`src/rtl/spi_ctrl_pkg.sv`:
```
// Shared definitions for the SPI host control path: HOST_DATA bit map,
// control state encoding and the CONTROL readback layout.
package spi_ctrl_pkg;

  localparam int unsigned BIT_START    = 0;
  localparam int unsigned BIT_SOFT_CLR = 1;
  localparam int unsigned BIT_CPOL     = 2;
  localparam int unsigned BIT_CPHA     = 3;
  localparam int unsigned BIT_DIV_LO   = 4;
  localparam int unsigned BIT_DIV_HI   = 5;
  localparam int unsigned BIT_FAIL_CLR = 6;

  typedef enum logic [1:0] {
    ST_IDLE   = 2'd0,
    ST_REQ    = 2'd1,
    ST_ACTIVE = 2'd2
  } ctrl_state_t;

  // Readback byte: {2'b00, CLK_DIV, CPHA, CPOL, 1'b0, BUSY}
  function automatic logic [7:0] control_byte(input logic [1:0] clk_div,
                                              input logic       cpha,
                                              input logic       cpol,
                                              input logic       busy);
    return {2'b00, clk_div, cpha, cpol, 1'b0, busy};
  endfunction

endpackage

```
`src/rtl/spi_ack_timeout.sv`:
```
// Acknowledge-timeout counter: loadable, clearable, counts when enabled and
// flags when it has reached TIMEOUT_CYCLES-1.
module spi_ack_timeout #(
  parameter int unsigned TIMEOUT_CYCLES = 255,
  parameter int unsigned CNT_W          = 8
) (
  input  logic             clk,
  input  logic             rst_n,
  input  logic             clear,
  input  logic             load,
  input  logic [CNT_W-1:0] load_value,
  input  logic             enable,
  output logic             expired
);

  localparam logic [CNT_W-1:0] LIMIT = CNT_W'(TIMEOUT_CYCLES - 1);

  logic [CNT_W-1:0] count;

  always_ff @(posedge clk or negedge rst_n) begin
    if (!rst_n) begin
      count <= '0;
    end else if (clear) begin
      count <= '0;
    end else if (load) begin
      count <= load_value;
    end else if (enable) begin
      count <= count + 1'b1;
    end
  end

  assign expired = (count == LIMIT);

endmodule

```
`src/rtl/spi_control_register.sv`:
```
// Host control register for the SPI block: mode fields, SOFT_CLR pulse,
// transfer request/acknowledge handshake and sticky acknowledge-timeout flag.
module spi_control_register
  import spi_ctrl_pkg::*;
#(
  parameter int unsigned TIMEOUT_CYCLES = 255,
  parameter int unsigned CNT_W          = 8
) (
  input  logic       S_CLK,
  input  logic       CLR_N,
  input  logic       HOST_WRITE,
  input  logic [7:0] HOST_DATA,
  input  logic       TRANSFER_ACK,
  input  logic       TRANSFER_DONE,
  output logic [7:0] CONTROL,
  output logic       CPOL,
  output logic       CPHA,
  output logic [1:0] CLK_DIV,
  output logic       SOFT_CLR,
  output logic       TRANSFER_REQ,
  output logic       BUSY,
  output logic       CONNECTION_FAILED_STATE
);

  ctrl_state_t state;

  logic soft_clr_wr;
  logic fail_clr_wr;
  logic start_ok;
  logic timeout;
  logic expired;
  logic cnt_clear;
  logic cnt_enable;
  logic unused_reserved;

  assign unused_reserved = HOST_DATA[7];

  always_comb begin
    soft_clr_wr = HOST_WRITE && HOST_DATA[BIT_SOFT_CLR];
    fail_clr_wr = HOST_WRITE && HOST_DATA[BIT_FAIL_CLR];
    // A pending failure blocks START unless the same write also clears it.
    start_ok    = (state == ST_IDLE) && HOST_WRITE && HOST_DATA[BIT_START] &&
                  !HOST_DATA[BIT_SOFT_CLR] &&
                  (!CONNECTION_FAILED_STATE || HOST_DATA[BIT_FAIL_CLR]);
    timeout     = (state == ST_REQ) && !TRANSFER_ACK && !soft_clr_wr && expired;
    cnt_clear   = soft_clr_wr || ((state == ST_REQ) && (TRANSFER_ACK || expired));
    cnt_enable  = (state == ST_REQ) && !TRANSFER_ACK && !expired;
  end

  spi_ack_timeout #(
    .TIMEOUT_CYCLES (TIMEOUT_CYCLES),
    .CNT_W          (CNT_W)
  ) u_ack_timeout (
    .clk        (S_CLK),
    .rst_n      (CLR_N),
    .clear      (cnt_clear),
    .load       (start_ok),
    .load_value ('0),
    .enable     (cnt_enable),
    .expired    (expired)
  );

  always_ff @(posedge S_CLK or negedge CLR_N) begin
    if (!CLR_N) begin
      state                   <= ST_IDLE;
      CPOL                    <= 1'b0;
      CPHA                    <= 1'b0;
      CLK_DIV                 <= '0;
      SOFT_CLR                <= 1'b0;
      TRANSFER_REQ            <= 1'b0;
      BUSY                    <= 1'b0;
      CONNECTION_FAILED_STATE <= 1'b0;
    end else begin
      SOFT_CLR <= soft_clr_wr;

      // Timeout wins over a FAIL_CLR arriving on the same edge.
      if (timeout) begin
        CONNECTION_FAILED_STATE <= 1'b1;
      end else if (fail_clr_wr) begin
        CONNECTION_FAILED_STATE <= 1'b0;
      end

      if ((state == ST_IDLE) && HOST_WRITE) begin
        CPOL    <= HOST_DATA[BIT_CPOL];
        CPHA    <= HOST_DATA[BIT_CPHA];
        CLK_DIV <= HOST_DATA[BIT_DIV_HI:BIT_DIV_LO];
      end

      if (soft_clr_wr) begin
        state        <= ST_IDLE;
        TRANSFER_REQ <= 1'b0;
        BUSY         <= 1'b0;
      end else begin
        unique case (state)
          ST_IDLE: begin
            if (start_ok) begin
              state        <= ST_REQ;
              TRANSFER_REQ <= 1'b1;
              BUSY         <= 1'b1;
            end
          end
          ST_REQ: begin
            if (TRANSFER_ACK) begin
              state        <= ST_ACTIVE;
              TRANSFER_REQ <= 1'b0;
            end else if (expired) begin
              state        <= ST_IDLE;
              TRANSFER_REQ <= 1'b0;
              BUSY         <= 1'b0;
            end
          end
          ST_ACTIVE: begin
            if (TRANSFER_DONE) begin
              state <= ST_IDLE;
              BUSY  <= 1'b0;
            end
          end
          default: begin
            state        <= ST_IDLE;
            TRANSFER_REQ <= 1'b0;
            BUSY         <= 1'b0;
          end
        endcase
      end
    end
  end

  assign CONTROL = control_byte(CLK_DIV, CPHA, CPOL, BUSY);

endmodule

```
`config.mk`:
```
export PLATFORM = sky130hd
export DESIGN_NAME = spi_control_register
export DESIGN_NICKNAME = d
export VERILOG_FILES = /design/src/rtl/spi_ctrl_pkg.sv /design/src/rtl/spi_ack_timeout.sv /design/src/rtl/spi_control_register.sv
export SDC_FILE = /design/constraint.sdc
export NUM_CORES = 1
export LEC_CHECK = 0
export CAP_MARGIN = 10
export CORE_AREA = 2 2 53 55
export DETAILED_ROUTE_END_ITERATION = 16
export DIE_AREA = 0 0 55 57
export PLACE_DENSITY = 0.69
export SYNTH_ARGS = -nofsm -noshare
export SYNTH_HDL_FRONTEND = slang
export SYNTH_HIERARCHICAL = 1
export SYNTH_SLANG_ARGS = --single-unit
```
`constraint.sdc`:
```
create_clock -name S_CLK -period 1.9 [get_ports S_CLK]
set_input_delay 0.475 -clock S_CLK [delete_from_list [all_inputs] [get_ports S_CLK]]
set_output_delay 0.475 -clock S_CLK [all_outputs]
set_load 0.005 [all_outputs]
```
; ---- Yosys cells after proc, flatten, opt, wreduce, memory -nomap -nowiden
; Index checks and enable logic that the tools add are counted.
; W data, S select, Z words.
[totals]
register_bits = 18
out_inout_bits = 16
wordCells = 64
[classes]
addsub = 1
eq_ne = 9
n_mux = 20
reduce_logical = 25
[op_table]
columns = op, n
row1 = $mux W8, 3
row2 = $ne A3 B3 Y1 const B, 4
row3 = $logic_and A1 B1 Y1, 11
row4 = $mux W2, 5
row5 = $mux W1, 9
row6 = $add A8 B1 Y8 const B, 1
row7 = $eq A8 B8 Y1 const B, 1
row8 = $pmux W1 S3, 2
row9 = $pmux W2 S3, 1
row10 = $reduce_and A3 Y1, 2
row11 = $logic_not A1 Y1, 5
row12 = $ne A4 B4 Y1 const B, 1
row13 = $reduce_and A4 Y1, 1
row14 = $logic_or A1 B1 Y1, 3
row15 = $reduce_bool A3 Y1, 1
row16 = $eq A2 B1 Y1 const B, 1
row17 = $eq A2 B2 Y1 const B, 1
row18 = $logic_not A2 Y1, 1
row19 = $ne A2 B2 Y1 const B, 1
row20 = $reduce_bool A2 Y1, 1

; ---- Depth between registers and ports, before layout
[depth]
word_depth = 8
depth_mapped = 9

; ---- Hierarchy
; Netlist, hierarchy kept.
[modules_own_cells]
columns = module, n_inst, cells_each, area_per_inst_um2, seq_area_each_um2
row1 = spi_control_register, 1, 49, 540.5, 250.2
row2 = spi_ack_timeout, 1, 53, 473.0, 200.2

; ---- Least setup slack after synthesis
; OpenSTA, ideal clock, no wires.
[synth_path]
path_kind = register to register
startpoint = reg u_ack_timeout.count[0]
endpoint = reg u_ack_timeout.count[5]
setup_ns = 0.100
arrival_time_ns = 1.745
path_slack_ns = 0.055
stages_incl_launch_ff = 10
path_buffers = 1
synth_period_minus_slack_ns = 1.845
path_cell_list = dfrtp_1 > inv_1 > ha_1 > nand3_1 > nor2_1 > nor3_1 > buf_4 > nand4_2 > or3_1 > a311oi_1
[synth_between]
elab_cells_between_ends = 11
[synth_lines]
columns = item, line
row1 = from (decl), spi_ack_timeout.sv:18  ; logic [CNT_W-1:0] count;
row2 = from (signal assigned), spi_ack_timeout.sv:26  ; count <= load_value;
row3 = from (signal assigned), spi_ack_timeout.sv:28  ; count <= count + 1'b1;
row4 = $eq A8 B8 Y1, spi_ack_timeout.sv:32  ; assign expired = (count == LIMIT);
row5 = net expired, spi_control_register.sv:31  ; logic expired;
row6 = $logic_not A1 Y1, spi_control_register.sv:47  ; cnt_enable = (state == ST_REQ) && !TRANSFER_ACK && !expired;
row7 = $logic_and A1 B1 Y1, spi_control_register.sv:47
row8 = net cnt_enable, spi_control_register.sv:33  ; logic cnt_enable;
row9 = $reduce_bool A3 Y1 (no source line), -
; The timed path passes the listed nets, and every way through them passes these cells. The select of a mux whose other input is x is not followed.
; A chain may end at the register's enable or synchronous reset.

; ---- Worst setup path after layout
[layout_path]
startpoint = in TRANSFER_ACK
endpoint = reg u_ack_timeout.count[5]
[layout_between]
elab_chain_cells = 4
elab_cells_between_ends = 8
[layout_lines]
columns = item, line
row1 = from (decl), spi_control_register.sv:13  ; input logic TRANSFER_ACK,
row2 = $logic_not A1 Y1, spi_control_register.sv:47
row3 = $logic_and A1 B1 Y1 (2 in series), spi_control_register.sv:47
row4 = net cnt_enable, spi_control_register.sv:33
row5 = $reduce_bool A3 Y1 (no source line), -
; The timed path passes the listed nets, and every way through them passes these cells.

==> flow_summary.ini <==
[synthesis]
synthArstFlopShare_pct = 100
ys.flop_type = dfrtp_1
synth_cells = 102
synth-edff-count = 0
ys_seq_area_share_pct = 44.4
synth.avg_cell_area_um2 = 9.94
yosysTopAreaCellShare_pct = 44.4
yosysTopAreaCell = dfrtp_1
synth_area_mm2 = 0.00101
yosys_warnings = 6
synth.area.top_cells = dfrtp_1 (44%), buf_4 (6.7%), mux2_2 (4.4%)
synth.distinct_cells = 36
ys_ff_latch = 18

[sta]
clock.fmax_mhz = 559
timing.final.crit_period_ns = 1.79
setup_viol = 0
hold_slack_ns = 0.516
post-route-period-util_pct = 94.1
setup_ws_ns = 0.112
rsz0062_at_grt = no
hold_viol_final = 0
slew_violations = 0
fin_worst_skew_ns = 0.00233

[placement]
gp_congestion = 0.727
dp_hpwl_mm = 1.68
io_buffers = 24
dp_cells = 176
dp_slack_ns = -0.281

[final_layout]
antennaDiodeCount = 0
fill_cells = 232
drive_above_1_share_pct = 27.2
syn2layout_area_growth_pct = 47.5
largest_reg_flops = 8
largest-register = u_ack_timeout/count
fin_nets = 167
finalNonFillerCells = 182
mostFrequentLayoutCells = clkdlybuf4s50_1 (24), buf_4 (20), dfrtp_1 (18), conb_1 (11), nand2_1 (9)
final_common_cell = clkdlybuf4s50_1
biggestRegsByFlops = u_ack_timeout/count: 8 flops, CLK_DIV: 2 flops, state: 2 flops

[pwr]
ir_drop_v = 0.000342
p_leak_nw = 0.666
pwr_density_cell_mw_per_mm2 = 669

[critical_path]
slowest_stage = clkdlybuf4s50_1
cp_max_fo = 5
r2r_slack_ns = 0.14
cp.required_ns = 2.10
cp_data_arrival_time_ns = 1.98
r2r_start = u_ack_timeout/count[0]
startpoint_type = primary input
worstRegToRegCells = 9
end_kind = flip-flop
r2r-end = u_ack_timeout/count[5]
path_cells = clkdlybuf4s50_1 > nor3_2 > buf_4 > nand4_4 > or3_1 > a311oi_2
critPathMaxStageDelay_ns = 0.46
criticalPathCategory = primary input to flip-flop

[grt]
grt_use_total_pct = 14.9
grt_pass1_vias = 837
antenna_found_initial = 0
grt_max_degree = 19
overflow = 0
grt_first_pass_wirelength_mm = 3.44

[drt]
postRouteAntennaNets = 0
wirelength_mm = 2.23
dr.first_iter.drc_count = 11
drc = 0
vias_per_cell = 4.87
firstDrtPassIters = 4
via_count = 886
wl_per_cell_um = 12.2

[clock_tree]
clkLatencyLatePin_ns = 0.28
cts_max_level = 1
path_clk_slew_ns = 0.10
root_buffer = clkbuf_4
cts_tree = done
clk_path_buf_depth = 2
cts.sinks = 18
cts_made_buffers = 3

[floorplan]
dieArea_mm2 = 0.00314
die_h_um = 57
row_count = 19
initial_core_util_pct = 38.8
die_w_um = 55
core_mm2 = 0.00262
ios = 29

[run]
maxCapViolCount = 0

[status]
outcome = completed

[hold_path]
hp-class = primary input to async pin
## through the flow
stage | power [W] | util, % | setup TNS, ns | instance area, um2
2_1_floorplan | 0.000608 | - | 0 | 1050
3_3_place_gp | 0.000751 | 54.1 | -0.641 | 1410
3_5_place_dp | 0.000764 | 54.1 | -1.03 | 1410
4_1_cts | 0.00100 | 55.5 | 0 | 1450
5_1_grt | 0.00107 | 57.2 | 0 | 1500
6_report | 0.00100 | 57.2 | 0 | 1500
## final cells by class
type,instances,area (um2),area share [%]
multi-input cells,81,548,36.7
well taps,31,38.8,2.59
repair buffers,45,410,27.4
flip-flops and latches,18,450,30.1
inverters,3,11.3,0.753
clock buffers,4,36.3,2.43
## worst max-delay path, delay by kind of cell
family,cells,cell delay (ns)
AO/OA/AOI/OAI,1,0.25
buffers and inverters,2,0.60
AND/OR/NAND/NOR,3,0.66
## per-layer routing
| layer | track usage (%) | vias up | part of all wire (%) |
|---|---|---|---|
| li1 | - | 451 | - |
| met1 | 18.1 | 408 | 43 |
| met2 | 26.0 | 25 | 50 |
| met3 | 3.14 | 2 | 6.6 |
| met4 | 4.18 | 0 | 0.45 |
| met5 | 0 | - | 0 |
## worst max path at each step
stage / endpoint / depth (start not counted) / from / slack (ns)
after CTS: u_ack_timeout/count[5] / 9 / u_ack_timeout/count[0] / 0.003
after floorplan: u_ack_timeout/count[5] / 9 / u_ack_timeout/count[0] / 0.06
final: u_ack_timeout/count[5] / 6 / TRANSFER_ACK / 0.11
after global routing: u_ack_timeout/count[5] / 9 / u_ack_timeout/count[0] / 0.02
after detailed placement: u_ack_timeout/count[5] / 6 / TRANSFER_ACK / -0.28
after global placement: u_ack_timeout/count[5] / 6 / TRANSFER_ACK / -0.17
## power breakdown
part / switching, W / internal [W] / leakage [nW]
clock: 0.000114 / 0.000117 / 0.0210
sequential: 0.0000323 / 0.000430 / 0.233
combinational: 0.000118 / 0.000188 / 0.412
## timing repair
item | CTS | global route
pin swaps | 1 | 4
hold buffers | 0 | 0
buffers inserted | 0 | 2
resized for setup | 0 | 6
cloned | 0 | 0
endpoints found under the setup margin | 1 | 6
## cell families after synthesis
family,share of synthesized area [%]
compound gates,16.2
xor+xnor,2.59
fa+ha+maj,2.47
buf+inv,8.15
flops,44.4
mux,4.44
other cells,0.370
simple gates,21.4
## cells in the mapped netlist (2+ instances only)
library cell  number
nor2_1             8
nand2_1            9
or3_1              3
a211oi_1           2
buf_4              9
a31oi_1            2
xor2_1             3
nor2b_1            2
o21ai_0            5
inv_1              3
a311oi_1           2
ha_1               2
nand3_1            4
dfrtp_1           18
nand4_1            2
o21bai_1           2
a21oi_1            4
mux2_2             4
No activity file was read; power rests on OpenSTA's default activity.
